File: src/rtl/freq_mon_pkg.sv
// Shared types and constants for the frequency monitor gate-time controller.
package freq_mon_pkg;

  // Measurement window sequencer states.
  typedef enum logic [2:0] {
    IDLE  = 3'd0,
    COUNT = 3'd1,
    HOLD  = 3'd2,
    EVAL  = 3'd3,
    CLEAR = 3'd4
  } fm_state_t;

  // Cycles latch_counter_o is held before the latched count is sampled.
  // This covers the register pipeline inside upcounter_latch_re.
  localparam int HOLD_CYCLES = 2;

  // Width of a run counter that must be able to hold the value fail_count.
  function automatic int run_width(input int fail_count);
    return (fail_count < 2) ? 1 : $clog2(fail_count + 1);
  endfunction

endpackage

File: src/rtl/freq_mon_range_check.sv
// Window classifier with consecutive-failure run counters and sticky alarms.
// It is updated only on the one-cycle eval strobe from the sequencer.
module freq_mon_range_check
  import freq_mon_pkg::*;
#(
  parameter int BIT_WIDTH  = 16,
  parameter int FAIL_COUNT = 3
) (
  input  logic                 clk_i,
  input  logic                 rst_n_i,
  input  logic                 eval_i,
  input  logic                 alarm_clear_i,
  input  logic [BIT_WIDTH-1:0] value_i,
  input  logic [BIT_WIDTH-1:0] min_i,
  input  logic [BIT_WIDTH-1:0] max_i,
  output logic                 out_of_range_o,
  output logic                 alarm_low_o,
  output logic                 alarm_high_o
);

  localparam int               RUN_W   = run_width(FAIL_COUNT);
  localparam logic [RUN_W-1:0] RUN_MAX = RUN_W'(FAIL_COUNT);
  localparam logic [RUN_W-1:0] RUN_ONE = RUN_W'(1);

  logic             is_high;
  logic             is_low;
  logic [RUN_W-1:0] low_base;
  logic [RUN_W-1:0] high_base;
  logic [RUN_W-1:0] low_run_q;
  logic [RUN_W-1:0] low_run_d;
  logic [RUN_W-1:0] high_run_q;
  logic [RUN_W-1:0] high_run_d;
  logic             alarm_low_q;
  logic             alarm_low_d;
  logic             alarm_high_q;
  logic             alarm_high_d;
  logic             oor_q;
  logic             oor_d;

  // Classify the sampled count.
  // An all-ones value means the upstream counter saturated, so it is treated as high.
  // High wins over low when the thresholds are inverted.
  always_comb begin
    is_high = (value_i > max_i) || (value_i == {BIT_WIDTH{1'b1}});
    is_low  = !is_high && (value_i < min_i);
  end

  // Next-state logic for the run counters, the alarms and the window classification.
  // A clear in the same cycle as an eval is applied first.
  // The eval then counts on top of the cleared state.
  always_comb begin
    low_base     = alarm_clear_i ? '0 : low_run_q;
    high_base    = alarm_clear_i ? '0 : high_run_q;
    low_run_d    = low_base;
    high_run_d   = high_base;
    alarm_low_d  = alarm_clear_i ? 1'b0 : alarm_low_q;
    alarm_high_d = alarm_clear_i ? 1'b0 : alarm_high_q;
    oor_d        = oor_q;
    if (eval_i) begin
      oor_d = is_low || is_high;
      if (is_high) begin
        high_run_d = (high_base == RUN_MAX) ? RUN_MAX : high_base + RUN_ONE;
        low_run_d  = '0;
      end else if (is_low) begin
        low_run_d  = (low_base == RUN_MAX) ? RUN_MAX : low_base + RUN_ONE;
        high_run_d = '0;
      end else begin
        low_run_d  = '0;
        high_run_d = '0;
      end
      if (low_run_d == RUN_MAX) begin
        alarm_low_d = 1'b1;
      end
      if (high_run_d == RUN_MAX) begin
        alarm_high_d = 1'b1;
      end
    end
  end

  // State registers for the classifier.
  always_ff @(posedge clk_i or negedge rst_n_i) begin
    if (!rst_n_i) begin
      low_run_q    <= '0;
      high_run_q   <= '0;
      alarm_low_q  <= 1'b0;
      alarm_high_q <= 1'b0;
      oor_q        <= 1'b0;
    end else begin
      low_run_q    <= low_run_d;
      high_run_q   <= high_run_d;
      alarm_low_q  <= alarm_low_d;
      alarm_high_q <= alarm_high_d;
      oor_q        <= oor_d;
    end
  end

  assign out_of_range_o = oor_q;
  assign alarm_low_o    = alarm_low_q;
  assign alarm_high_o   = alarm_high_q;

endmodule

File: src/rtl/freq_monitor_ctrl.sv
// Gate-time controller for upcounter_latch_re.
// It sequences latch/reset of the upstream edge counter, captures the latched count
// once per window, and hands it to the range checker.
//
// Interface protocol:
// - reset_counter_o is high in IDLE/CLEAR and holds the upstream counter at zero.
// - latch_counter_o is high in HOLD/EVAL.
// - measured_valid_o is a one-cycle qualifier with no back-pressure.
//   measured_o, out_of_range_o and the alarms are valid in the cycle it is high.
//   They then stay stable until the next pulse, or until alarm_clear_i for the alarms.
module freq_monitor_ctrl
  import freq_mon_pkg::*;
#(
  parameter int BIT_WIDTH  = 16,
  parameter int GATE_WIDTH = 24,
  parameter int FAIL_COUNT = 3
) (
  input  logic                  clk_i,
  input  logic                  rst_n_i,
  input  logic                  enable_i,
  input  logic [GATE_WIDTH-1:0] gate_cycles_i,
  input  logic [BIT_WIDTH-1:0]  min_count_i,
  input  logic [BIT_WIDTH-1:0]  max_count_i,
  input  logic                  alarm_clear_i,
  input  logic [BIT_WIDTH-1:0]  counter_value_i,
  output logic                  latch_counter_o,
  output logic                  reset_counter_o,
  output logic [BIT_WIDTH-1:0]  measured_o,
  output logic                  measured_valid_o,
  output logic                  out_of_range_o,
  output logic                  alarm_low_o,
  output logic                  alarm_high_o,
  output fm_state_t             state_o
);

  localparam logic [GATE_WIDTH-1:0] TIMER_ONE   = GATE_WIDTH'(1);
  localparam logic [GATE_WIDTH-1:0] HOLD_RELOAD = GATE_WIDTH'(HOLD_CYCLES - 1);

  fm_state_t             state_q;
  fm_state_t             state_d;
  logic [GATE_WIDTH-1:0] timer_q;
  logic [GATE_WIDTH-1:0] timer_d;
  logic [GATE_WIDTH-1:0] gate_reload;
  logic [BIT_WIDTH-1:0]  min_q;
  logic [BIT_WIDTH-1:0]  min_d;
  logic [BIT_WIDTH-1:0]  max_q;
  logic [BIT_WIDTH-1:0]  max_d;
  logic [BIT_WIDTH-1:0]  measured_q;
  logic                  valid_q;
  logic                  eval_stb;

  // Timer preload for a new window.
  // A zero gate length behaves as a one-cycle gate, so the preload is max(G,1)-1.
  always_comb begin
    gate_reload = (gate_cycles_i == '0) ? '0 : gate_cycles_i - TIMER_ONE;
  end

  // Window sequencer.
  // The timer counts COUNT and HOLD durations.
  // Thresholds are frozen at window start.
  // Dropping enable_i outside CLEAR aborts straight to IDLE without an eval.
  always_comb begin
    state_d  = state_q;
    timer_d  = timer_q;
    min_d    = min_q;
    max_d    = max_q;
    eval_stb = 1'b0;
    case (state_q)
      IDLE: begin
        if (enable_i) begin
          state_d = COUNT;
          timer_d = gate_reload;
          min_d   = min_count_i;
          max_d   = max_count_i;
        end
      end
      COUNT: begin
        if (!enable_i) begin
          state_d = IDLE;
        end else if (timer_q == '0) begin
          state_d = HOLD;
          timer_d = HOLD_RELOAD;
        end else begin
          timer_d = timer_q - TIMER_ONE;
        end
      end
      HOLD: begin
        if (!enable_i) begin
          state_d = IDLE;
        end else if (timer_q == '0) begin
          state_d = EVAL;
        end else begin
          timer_d = timer_q - TIMER_ONE;
        end
      end
      EVAL: begin
        if (!enable_i) begin
          state_d = IDLE;
        end else begin
          eval_stb = 1'b1;
          state_d  = CLEAR;
        end
      end
      CLEAR: begin
        if (enable_i) begin
          state_d = COUNT;
          timer_d = gate_reload;
          min_d   = min_count_i;
          max_d   = max_count_i;
        end else begin
          state_d = IDLE;
        end
      end
      default: begin
        state_d = IDLE;
      end
    endcase
  end

  // Sequencer, timer and threshold snapshot registers.
  always_ff @(posedge clk_i or negedge rst_n_i) begin
    if (!rst_n_i) begin
      state_q <= IDLE;
      timer_q <= '0;
      min_q   <= '0;
      max_q   <= '0;
    end else begin
      state_q <= state_d;
      timer_q <= timer_d;
      min_q   <= min_d;
      max_q   <= max_d;
    end
  end

  // Capture the latched count on eval and raise the one-cycle valid pulse.
  always_ff @(posedge clk_i or negedge rst_n_i) begin
    if (!rst_n_i) begin
      measured_q <= '0;
      valid_q    <= 1'b0;
    end else begin
      valid_q <= eval_stb;
      if (eval_stb) begin
        measured_q <= counter_value_i;
      end
    end
  end

  freq_mon_range_check #(
    .BIT_WIDTH  (BIT_WIDTH),
    .FAIL_COUNT (FAIL_COUNT)
  ) u_range_check (
    .clk_i          (clk_i),
    .rst_n_i        (rst_n_i),
    .eval_i         (eval_stb),
    .alarm_clear_i  (alarm_clear_i),
    .value_i        (counter_value_i),
    .min_i          (min_q),
    .max_i          (max_q),
    .out_of_range_o (out_of_range_o),
    .alarm_low_o    (alarm_low_o),
    .alarm_high_o   (alarm_high_o)
  );

  // Upstream counter controls decode directly from the state.
  // Reset therefore forces reset_counter_o high immediately.
  always_comb begin
    reset_counter_o = (state_q == IDLE) || (state_q == CLEAR);
    latch_counter_o = (state_q == HOLD) || (state_q == EVAL);
  end

  assign measured_o       = measured_q;
  assign measured_valid_o = valid_q;
  assign state_o          = state_q;

endmodule

File: config.mk
export PLATFORM = sky130hd
export DESIGN_NAME = freq_monitor_ctrl
export DESIGN_NICKNAME = d
export VERILOG_FILES = /design/src/rtl/freq_mon_pkg.sv /design/src/rtl/freq_mon_range_check.sv /design/src/rtl/freq_monitor_ctrl.sv
export SDC_FILE = /design/constraint.sdc
export NUM_CORES = 1
export LEC_CHECK = 0
export ABC_AREA = 1
export CORE_UTILIZATION = 30
export CTS_CLUSTER_SIZE = 25
export DETAILED_ROUTE_END_ITERATION = 7
export PLACE_DENSITY = 0.54
export SETUP_SLACK_MARGIN = 0.2
export SKIP_CTS_REPAIR_TIMING = 1
export SYNTH_ARGS = -nofsm -noshare
export SYNTH_HDL_FRONTEND = slang
export SYNTH_HIERARCHICAL = 1
export SYNTH_SLANG_ARGS = --single-unit
File: constraint.sdc
create_clock -name clk_i -period 4.6 [get_ports clk_i]
set_input_delay 0.92 -clock clk_i [delete_from_list [all_inputs] [get_ports clk_i]]
set_output_delay 0.92 -clock clk_i [all_outputs]
set_load 0.01 [all_outputs]
# Yosys cells after proc, flatten, opt, wreduce, memory -nomap -nowiden

Cells that the tools add are included.

Register bits: 83
Latch bits: 0
Memory bits (writable): 0
Bits in read-only memories: 0
Input port bits: 76
Output and inout bits: 25
Word-level logic and storage cells: 81
Memories kept: 0

Add/sub/neg operators: 4
Multiply operators: 0
Divide/modulo/power cells: 0
Order comparisons: 2
Equality and inequality tests: 16
Shift-type cells: 0
Muxes and demuxes: 34
Bitwise gates (word level): 0
Reductions and logical operators: 14

Operators with widths:

| operator                                              | number |
|---|---|
| two-way mux 24 bit                                    | 6 |
| case mux 24 bit (3 select lines)                      | 1 |
| logical NOT 24 bit                                    | 2 |
| subtractor 24 x 1 -> 24 bit, second input constant    | 2 |
| two-way mux 2 bit                                     | 11 |
| two-way mux 3 bit                                     | 6 |
| == test 16 bit, second input constant                 | 1 |
| > comparator 16 bit                                   | 1 |
| less-than comparator 16 bit                           | 1 |
| case mux 3 bit (5 select lines)                       | 1 |
| two-way mux 1 bit                                     | 9 |
| == test 2 bit, second input constant                  | 4 |
| inequality test 2 bit, second input constant          | 4 |
| == test 3 x 2 -> 1 bit, second input constant         | 2 |
| inequality test 3 bit, second input constant          | 2 |
| AND reduction 5 bit                                   | 1 |
| adder 2 x 1 -> 2 bit, second input constant           | 2 |
| logical OR 1 bit                                      | 4 |
| == test 3 x 1 -> 1 bit, second input constant         | 1 |
| == test 3 bit, second input constant                  | 1 |
| logical NOT 3 bit                                     | 1 |
| AND reduction 3 bit                                   | 1 |
| nonzero test 3 bit                                    | 1 |
| inequality test 2 x 1 -> 1 bit, second input constant | 1 |
| other kinds (4)                                       | 4 |

# Longest topological paths before layout

Gate-level depths: netlist (run 1).

Word-level depth: 10
Mapped depth: 15
Gate-level depth less buffers: 15

# Hierarchy

Netlist (run 1), hierarchy kept.

By module, submodules not included:

| module               | times used | cells each | area each (µm²) | seq. area each (µm²) |
|---|---|---|---|---|
| freq_monitor_ctrl    | 1          | 582        | 4490.6          | 1901.8 |
| freq_mon_range_check | 1          | 185        | 1206.2          | 175.2 |

# Worst setup path after synthesis (run 1)

OpenSTA, ideal clock, no wires.

Path type: input to register
Start point: input enable_i
End point: register u_range_check.high_run_q[0]
Setup time: 0.113 ns
Arrival: 1.999 ns
Required time: 4.487 ns
Slack: 2.488 ns
Stages on the path: 8
Path buffers: 1
Path through: inv_1 nor3_4 buf_2 inv_1 nor3_1 a21oi_1 nand2_1 inv_1

Longest elaborated chain between the ends: 3

Ends and longest elaborated chain:

| element                         | line                       | RTL |
|---|---|---|
| start, declared                 | freq_monitor_ctrl.sv:20    | `input logic enable_i,` |
| two-way mux 1 bit               | freq_monitor_ctrl.sv:97    | `if (!enable_i) begin` |
| two-way mux 1 bit               | freq_monitor_ctrl.sv:68    | `case (state_q)` |
| net eval_stb                    | freq_monitor_ctrl.sv:50    | `logic eval_stb;` |
| two-way mux 2 bit               | freq_mon_range_check.sv:59 | `if (eval_i) begin` |
| net u_range_check.high_run_d[0] | freq_mon_range_check.sv:32 | `logic [RUN_W-1:0] high_run_d;` |
| end signal, assigned            | freq_mon_range_check.sv:90 | `high_run_q <= high_run_d;` |
| end, declared                   | freq_mon_range_check.sv:31 | `logic [RUN_W-1:0] high_run_q;` |

The timed path passes the listed nets, and every way through them passes these cells.
A chain may end at the register's enable or synchronous reset.

# Worst setup path in the final report (run 1)

Start point: input gate_cycles_i[0]
End point: register timer_q[13]

Longest elaborated chain between the ends: 4
Elaborated cells on any way between the ends: 5
Classes of those cells: add/sub: 1; mux: 3; reduce/logical: 1

Ends and longest elaborated chain:

| element                                                           | line                                              | RTL |
|---|---|---|
| start, declared                                                   | freq_monitor_ctrl.sv:21                           | `input logic [GATE_WIDTH-1:0] gate_cycles_i,` |
| subtractor 24 x 1 -> 24 bit or logical NOT 24 bit (tied branches) | freq_monitor_ctrl.sv:55                           | `gate_reload = (gate_cycles_i == '0) ? '0 : gate_cycles_i - TIMER_ONE;` |
| two-way mux 24 bit *                                              | freq_monitor_ctrl.sv:55                           |  |
| two-way mux 24 bit *                                              | freq_monitor_ctrl.sv:70, freq_monitor_ctrl.sv:105 |  |
| case mux 24 bit (3 select lines) *                                | freq_monitor_ctrl.sv:68                           |  |
| end signal, assigned                                              | freq_monitor_ctrl.sv:129                          | `timer_q <= timer_d;` |
| end, declared                                                     | freq_monitor_ctrl.sv:41                           | `logic [GATE_WIDTH-1:0] timer_q;` |

Mark *: on every way between the ends. The rest lies on a longest branch, timed or not. The select of a mux whose other input is x is not followed.

==> results.tsv, run 1 <==
metric	value	unit
start_kind	input pin	
hold_slack	0.468	ns
route.detailed.drc	0	
critical_path_arrival	3.07	ns
grt_pass1_vias	5124	
holdPathStages	2	
insertion_delay	0.34	ns
cts-buffers-inserted	9	
synth_area_per_cell	7.43	um2
yosysSeqAreaShare	36.5	%
grt_overflow	0	
cp_slowest_cell	nor2_2	
ys_ff_latch	83	
die_x	140	um
cts_sinks	83	
cp.depth	12	
worstSetupEndpointType	flop	
ant_nets	0	
htreeDepth	3	
maxSlewViolCount	0	
die_h	140	um
coreArea	18600	um2
p_leak	0.00347	uW
setup_tns	0	ns
start_util	30.6	%
drt-initial-drc-count	233	
yosysUniqueCellTypes	39	
cp_common_cell	nand2_1	
hold_viol	0	
cap_violations	0	
slowest_delay	0.64	ns
path_delay_family	simple AND/OR/NAND/NOR gates	
max_freq	357	MHz
first_pass_iters	4	
ctsRootBufferMaster	clkbuf_16	
cts_tree	done	
io_pins	101	
cts_max_path_buffers	2	
rsz0062_at_grt	false	
p_per_area	554	nW/um2
nets	979	
finClkSkew	0.00891	ns
reg2reg_depth	9	
fillers	1960	
drive_above_1_share	12.1	%
gp_congestion	0.821	
ff_latch_area	2080	um2
clk_pin_slew	0.07	ns
wirelength	14700	um
dieArea	19500	um2
ys_warn_count	6	
worstSetupPathType	input pin to flop	
period_share	60.8	%
worstPathRequired	4.87	ns
status	finished clean	
viasPerCell	4.59	
crit_fanout	22	
rows	50	
worstMarginPinSlew	0.851	ns
setup_viol	0	
vias	5084	
timing.final.crit_period	2.80	ns
syn_inst	767	
placed_cells	1092	
io_buffers	100	
grt_use_total	15.8	%
pre_cts_ws	1.42	ns
p_total	4010	uW
antenna_found_initial	0	
syn-num-nets	877	
num_antenna_cells	0	
place_hpwl	11300	um
instances_no_fill	1108	
grt_pass1_wl	24800	um
min_path_type	flop to flop	
syn_area	5700	um2
path_buf_inv	2	
wire_per_inst	13.3	um
layout_setup_ws	1.80	ns
multi_input_area	3170	um2
area_growth	27.1	%
worstPathCellList	clkdlybuf4s50_1, inv_2, ha_1, nand3_1, nor2_1, nand2_1, nor2_1, nor2_2, nand3_1, nand2_1, nand2_1, o21ai_1	
grt_start_max_net_pins	57	
slew-limit-headroom	43.2	%
ir_drop	0.235	mV
layer usage:
metal  wire length (um)  GRT usage [%]  part of all wire, %
met2               6820           26.4                   46
met5                  0              0                    0
met3                484           2.27                  3.3
met1               7290           21.0                   50
met4                130           5.03                 0.88
where the power goes:
part | switching, uW | total (uW) | internal [uW]
Combinational | 1110 | 1960 | 852
Clock | 318 | 760 | 441
Sequential | 225 | 1290 | 1060
sequential cells by signal (all words and copies together) (netlist names):
signal / cells
min_q: 16
u_range_check/alarm_low_o: 1
u_range_check/out_of_range_o: 1
u_range_check/high_run_q: 2
timer_q: 24
u_range_check/alarm_high_o: 1
measured_valid_o: 1
u_range_check/low_run_q: 2
measured_o: 16
state_o: 3
max_q: 16
placed cells by master (no fill, tap or decap), types with 12 or more instances in the layout:
| cell | netlist | layout |
|---|---|---|
| clkdlybuf4s50_1 | 0 | 99 |
| nand4_1 | 12 | 12 |
| mux2_2 | 32 | 32 |
| nand3_1 | 43 | 43 |
| ha_1 | 34 | 34 |
| inv_1 | 83 | 83 |
| inv_2 | 14 | 14 |
| a21oi_1 | 18 | 18 |
| xor2_1 | 14 | 14 |
| dfrtp_1 | 83 | 83 |
| o21ai_1 | 23 | 23 |
| nand2_1 | 235 | 235 |
| nor2_1 | 90 | 90 |
logic make-up after synthesis:
family | count (synthesis) | share of synthesized area (%)
AOI/OAI and AO/OA | 70 | 7.27
xor gates and xnor gates | 18 | 2.77
adders and majority gates | 34 | 7.47
buffers and inverters | 110 | 7.91
DFF | 83 | 36.5
muxes | 32 | 6.33
and+or+nand+nor | 420 | 31.8
layout make-up:
cell class                      count  area share (%)
Timing Repair Buffer              103            14.1
Inverter                           98            5.11
Clock buffer                       10            3.30
Sequential cell                    83            28.7
Tap cell                          234            4.04
Multi-Input combinational cell    574            43.8
Clock inverter                      6            1.00
synth_stat cells:
cell        n  share of area [%]
nand4_1    12                1.3
inv_4       1               0.11
and2_1      1               0.11
nand3_2     1               0.18
a31oi_1     1               0.11
o21bai_1    1               0.13
nor2_1     90                5.9
ha_1       34                7.5
xnor2_1     4               0.61
buf_4       1               0.13
nand2_1   235                 15
nor2_4      6                1.2
o21ai_1    23                2.0
o21ai_0    10               0.88
o22ai_1     2               0.22
a21oi_1    18                1.6
buf_2       7               0.61
or2_2       2               0.22
nor2_2     10                1.1
nor3_4      1               0.29
buf_6       3               0.59
a21o_1      3               0.40
mux2_2     32                6.3
xor2_1     14                2.2
nand2_2     7               0.77
nand3b_1    2               0.26
clkbuf_1    1              0.066
nand3_1    43                3.8
dfrtp_1    83                 36
a21oi_2     5               0.77
o21a_1      2               0.26
nor3_2      1               0.18
nand3_4     1               0.31
a21oi_4     1               0.29
inv_1      83                5.5
o21ai_2     1               0.15
a31o_2      3               0.46
nor3_1      8               0.70
inv_2      14               0.92
per-stage QoR:
stage               instance area [um2]  utilization, %
finish                             7240            38.8
global route                       7240            38.8
CTS                                7240            38.8
detailed placement                 6930            37.2
global placement                   6930            37.2
floorplan                          5700               -
final timing paths:
kind,slack [ns],endpoint,startpoint
max,1.80,timer_q[13],gate_cycles_i[0]
min,0.47,measured_o[11],measured_o[11]
max reg2reg,2.30,timer_q[21],state_o[1]
min reg2reg,0.47,measured_o[11],measured_o[11]
max in group asynchronous,3.11,timer_q[19],rst_n_i
min in group asynchronous,0.64,measured_o[2],rst_n_i
worst reg2reg max path: stages (launching register included):
cell	delay, ns
dfrtp_1	0.41
nor2_2	0.39
nand2_1	0.09
buf_4	0.29
o21ai_2	0.12
nand2_2	0.25
inv_4	0.37
nand2_1	0.13
nor2_1	0.10
nor2_1	0.04
Power figures use the tool's default switching activity.
==> run 2: changes to the inputs <==
Settings changed: PLACE_DENSITY 0.54 to 0.56.
Clock period 4.6 ns to 2.3 ns, I/O delays scaled along.
==> run 2 against run 1 <==
Against the previous run:
- routed wire length grew 3.5%
- utilization grew 2.7 points
- critical path depth shrank 1
- largest power group unchanged
- register-to-register slack lost 1.9 ns
- sequential power grew 100%
- highest routed layer unchanged
- sequential share of layout area shrank 1.8 points
- first-iteration DRC count shrank 3.4%
- total power grew 100%
- die area is the same
==> results.tsv, run 2 (synthesis results as in run 1) <==
metric	value	unit	change
layout_common_cells	nand2_1, clkdlybuf4s50_1, nor2_1		unchanged
viasPerCell	4.52		was 4.59
ctsRootBufferMaster	clkbuf_16		unchanged
setup_viol	0		unchanged
max_freq	507	MHz	
rows	50		unchanged
largest_register_ffs	24		unchanged
worstSetupEndpointType	flop		unchanged
drive_above_1_share	18.1	%	was 12.1%
nets	1033		was 979
grt_start_max_net_pins	33		was 57
die_h	140	um	unchanged
worstMarginPinSlew	0.421	ns	was 0.851 ns
p_total	8130	uW	was 4010 uW
crit_fanout	3		was 22
dieArea	19500	um2	unchanged
hold_viol	0		unchanged
antenna_found_initial	0		unchanged
slew-limit-headroom	71.8	%	was 43.2%
worstSetupPathType	input pin to flop		unchanged
place_hpwl	12100	um	was 11300 um
finClkSkew	0.00898	ns	was 0.00891 ns
insertion_delay	0.34	ns	about the same
io_buffers	100		unchanged
wire_per_inst	13.1	um	was 13.3 um
rsz0062_at_grt	false		unchanged
start_kind	input pin		unchanged
p_leak	0.00385	uW	was 0.00347 uW
wirelength	15200	um	was 14700 um
die_x	140	um	unchanged
cts_sinks	83		unchanged
critical_path_arrival	2.24	ns	was 3.07 ns
maxSlewViolCount	0		unchanged
first_pass_iters	4		unchanged
io_pins	101		unchanged
p_per_area	1050	nW/um2	was 554 nW/um2
cts_max_path_buffers	2		unchanged
worstPathRequired	2.57	ns	was 4.87 ns
finalInstanceArea	7740	um2	was 7240 um2
timing.final.crit_period	1.97	ns	
htreeDepth	3		unchanged
cap_violations	0		unchanged
grt_use_total	16.4	%	was 15.8%
status	finished clean		unchanged
period_share	85.7	%	
area_growth	36.0	%	was 27.1%
drt-initial-drc-count	225		was 233
final_common_cell	nand2_1		unchanged
ir_drop	0.335	mV	was 0.235 mV
start_util	30.6	%	unchanged
coreArea	18600	um2	unchanged
clk_pin_slew	0.06	ns	was 0.07 ns
dpl_cell_area	7350	um2	was 6930 um2
num_antenna_cells	0		unchanged
route.detailed.drc	0		unchanged
grt_overflow	0		unchanged
fillers	1942		was 1960
cts-buffers-inserted	9		unchanged
ant_nets	0		unchanged
vias	5253		was 5084
cts_tree	done		unchanged
grt_pass1_wl	25600	um	was 24800 um
min_path_type	flop to flop		unchanged
largest-register	timer_q		unchanged
gp_congestion	0.912		was 0.821
grt_pass1_vias	5196		was 5124
[run 2: critical path: stages]
cell,delay (ns)
clkdlybuf4s50_1,0.48
inv_1,0.06
buf_4,0.13
ha_1,0.19
buf_4,0.14
nand2_1,0.18
inv_1,0.11
nand2_1,0.09
xnor2_1,0.15
a21oi_1,0.12
a21oi_1,0.13
[run 2: power breakdown]
group          total, uW  internal [uW]  leakage (uW)  switching, uW
Sequential          2590           2130       0.00102            457
Clock               1390            771      0.000143            623
Combinational       4150           1860       0.00269           2300
Total               8130           4760       0.00385           3380
[run 2: worst paths after layout]
kind / start / endpoint / slack (ns) / depth (start not counted)
worst max-delay path: gate_cycles_i[1] / timer_q[12] / 0.33 / 11
worst min-delay path: measured_o[14] / measured_o[14] / 0.47 / 2
worst max register to register: timer_q[0] / timer_q[16] / 0.43 / 10
worst min register to register: measured_o[14] / measured_o[14] / 0.47 / 2
max in group asynchronous: rst_n_i / max_q[14] / 1.25 / 3
min in group asynchronous: rst_n_i / measured_o[0] / 0.52 / 2
[run 2: routing by layer]
layer / up-vias / global-route usage (%) / routed length [um]
met5: - / 0 / 0
met4: 0 / 5.84 / 301
met3: 18 / 2.00 / 555
met2: 110 / 27.1 / 6990
met1: 2363 / 22.1 / 7400
li1: 2762 / - / -
[run 2: layout make-up]
type | instances | area (um2) | share of cell area (%)
repair buffers | 156 | 1480 | 19.1
clock inverters | 6 | 48.8 | 0.630
inverters | 98 | 370 | 4.78
clock buffers | 10 | 239 | 3.09
well taps | 234 | 293 | 3.78
multi-input cells | 575 | 3230 | 41.8
flip-flops and latches | 83 | 2080 | 26.8
[run 2: through the flow]
stage	hold WS, ns	setup TNS [ns]	setup slack [ns]	util, %	cells
2_1_floorplan	0.164	0	0.548	-	767
3_3_place_gp	0.337	-6.11	-0.348	39.4	1143
3_5_place_dp	0.339	-6.79	-0.389	39.4	1143
4_1_cts	-0.0322	-0.0285	-0.0285	41.0	1159
5_1_grt	0.484	0	0.211	41.5	1162
6_report	0.472	0	0.329	41.5	1162
==> run 3: changes to the inputs <==
Settings changed: ABC_AREA 1 to unset, ABC_CLOCK_PERIOD_IN_PS set to 2300, PLACE_DENSITY 0.56 to 0.57.
==> run 3 against run 2 <==
Against the previous run:
- the run now ends with negative setup slack left
- via count decreased by 6.6%
- combinational power decreased by 68%
- total power decreased by 43%
- sequential cell count unchanged
- setup slack got worse by 0.34 ns
- die area decreased by 9.1%
- clock-buffer cell count unchanged
- sequential power decreased by 32%
- synthesized cell count decreased by 31%
- largest cell class unchanged
==> results.tsv, run 3 <==
metric	value	unit	change
status	finished, violations left		was finished clean
violations	negative setup slack		
p_total	4660	uW	was 8130 uW
die_h	133	um	was 140 um
synth_edf_count	0		unchanged
period_share	101	%	was 85.7%
clk_pin_slew	0.06	ns	about the same
finClkSkew	0.00578	ns	was 0.00898 ns
insertion_delay	0.35	ns	was 0.34 ns
wire_per_inst	16.0	um	was 13.1 um
pre_cts_ws	-0.642	ns	was -0.389 ns
synthFlopType	dfrtp_1		unchanged
nets	849		was 1033
yosysSeqAreaShare	40.2	%	was 36.5%
finalInstanceArea	8040	um2	was 7740 um2
maxSlewViolCount	0		unchanged
worstSetupEndpointType	flop		unchanged
yosysTopAreaCell	dfrtp_1		unchanged
ctsRootBufferMaster	clkbuf_16		unchanged
synth.most_common_cell	dfrtp_1		was nand2_1
wl_met3	665	um	was 555 um
slew-limit-headroom	59.0	%	was 71.8%
r2r_end	timer_q[21]		was timer_q[16]
ys_top_cells_by_area	dfrtp_1, mux2_2, ha_1		was dfrtp_1, nand2_1, ha_1
synthTopCellsByCount	dfrtp_1, mux2_2, inv_1		was nand2_1, nor2_1, dfrtp_1, inv_1, nand3_1
viasPerCell	5.09		was 4.52
num_antenna_cells	0		unchanged
timing.final.crit_period	2.31	ns	was 1.97 ns
wirelength	15400	um	was 15200 um
layout_setup_ws	-0.0145	ns	was 0.329 ns
grt_pass1_wl	24300	um	was 25600 um
grt_start_max_net_pins	38		was 33
cts_tree	done		unchanged
top_layer	met4		unchanged
vias	4904		was 5253
crit_fanout	8		was 3
largest-register	timer_q		unchanged
cts_max_path_buffers	2		unchanged
syn-num-nets	639		was 877
layout_common_cells	buf_4, dfrtp_1, clkdlybuf4s50_1		was nand2_1, clkdlybuf4s50_1, nor2_1
p_per_area	579	nW/um2	was 1050 nW/um2
gp_congestion	0.881		was 0.912
fillers	1561		was 1942
synthArstFlopShare	100	%	unchanged
rows	47		was 50
start_kind	flop		was input pin
worstSetupPathType	flop to flop		was input pin to flop
p_leak	0.00361	uW	was 0.00385 uW
syn_inst	529		was 767
setup_viol	2		was 0
worstPathRequired	2.54	ns	was 2.57 ns
first_pass_iters	5		was 4
ys_warn_count	6		unchanged
antenna_found_initial	0		unchanged
dpl_cell_area	7260	um2	was 7350 um2
reg2reg_depth	10		unchanged
ys_ff_latch	83		unchanged
place_hpwl	11800	um	was 12100 um
worstMarginPinSlew	0.611	ns	was 0.421 ns
cts_sinks	83		unchanged
start_util	31.0	%	was 30.6%
cap_violations	0		unchanged
fin_util	48.2	%	was 41.5%
yosysUniqueCellTypes	65		was 39
io_pins	101		unchanged
critical_path_arrival	2.55	ns	was 2.24 ns
io_buffers	100		unchanged
htreeDepth	3		unchanged
grt_overflow	0		unchanged
hold_viol	0		unchanged
dieArea	17800	um2	was 19500 um2
ant_nets	0		unchanged
max_freq	432	MHz	was 507 MHz
met1_length	6800	um	was 7400 um
syn_area	5170	um2	was 5700 um2
r2r-start	timer_q[0]		unchanged
die_x	133	um	was 140 um
rsz0062_at_grt	true		was false
route.detailed.drc	0		unchanged
wl_met2	7740	um	was 6990 um
coreArea	16700	um2	was 18600 um2
largest_register_ffs	24		unchanged
area_growth	55.5	%	was 36.0%
drive_above_1_share	32.1	%	was 18.1%
min_path_type	input pin to async pin		was flop to flop
drt-initial-drc-count	277		was 225
synth_area_per_cell	9.78	um2	was 7.43 um2
cts-buffers-inserted	9		unchanged
final_common_cell	buf_4		was nand2_1
grt_use_total	17.2	%	was 16.4%
hold_slack	0.0683	ns	was 0.472 ns
rrSetupSlack	-0.01	ns	was 0.43 ns
grt_pass1_vias	4931		was 5196
yosysTopAreaCellShare	40.2	%	was 36.5%
ir_drop	0.359	mV	was 0.335 mV
-- run 3: cell count changes in the layout (fill, tap and decap cells not counted), sizes merged, moves of 18 or more --
cell,previous run,this run
clkdlybuf4s50,90,67
buf,56,119
nand3,45,12
nand2,242,29
dlymetal6s2s,9,29
nor2,107,34
nor4,0,18
inv,99,39
-- run 3: cell families after synthesis --
logic type | after synthesis | share of synthesized area, %
multiplexers | 48 | 10.4
XOR/XNOR | 22 | 3.73
flip-flops | 83 | 40.2
AND/OR/NAND/NOR | 167 | 17.6
adder cells (fa/ha/maj) | 34 | 8.22
AO/OA/AOI/OAI | 118 | 15.5
buffers and inverters | 57 | 4.31
-- run 3: where the power goes --
group / internal, uW / leakage (uW) / switching (uW)
Clock: 953 / 0.000153 / 622
Combinational: 700 / 0.00242 / 624
Sequential: 1630 / 0.00104 / 128
-- run 3: worst max-delay path by stage --
stage / cells after the start / startpoint / end / slack [ns]
3_5_place_dp: 9 / counter_value_i[12] / u_range_check/low_run_q[1] / -0.64
6_report: 10 / timer_q[0] / timer_q[21] / -0.01
4_1_cts: 9 / counter_value_i[12] / u_range_check/low_run_q[1] / -0.30
5_1_grt: 10 / timer_q[1] / timer_q[21] / -0.11
2_1_floorplan: 7 / gate_cycles_i[11] / timer_q[21] / -0.15
3_3_place_gp: 9 / counter_value_i[12] / u_range_check/low_run_q[1] / -0.59
-- run 3: cell type report --
class	count	area, um2	share of cell area [%]
clock buffers	10	229	2.85
clock inverters	6	90.1	1.12
inverters	39	146	1.82
multi-input cells	389	3210	39.9
flip-flops and latches	83	2080	25.8
well taps	220	275	3.42
repair buffers	217	2010	25.0
-- run 3: critical path, stage by stage, from the launching register on --
cell     delay (ns)
dfrtp_1        0.40
inv_2          0.09
ha_4           0.13
buf_6          0.09
nor4b_4        0.29
nand4_1        0.19
buf_4          0.20
o31ai_4        0.28
or2_4          0.24
nor2_4         0.04
a211o_1        0.26
-- run 3: layer usage --
layer | track usage [%] | up-vias
met4 | 6.44 | 0
met2 | 30.5 | 140
li1 | - | 2392
met5 | 0 | -
met1 | 21.0 | 2357
met3 | 2.55 | 15
-- run 3: metrics by stage --
step	instances	setup TNS [ns]
finish	964	-0.0225
floorplan	529	-1.27
detailed placement	939	-15.71
global route	964	-1.21
CTS	955	-4.72
global placement	939	-15.29
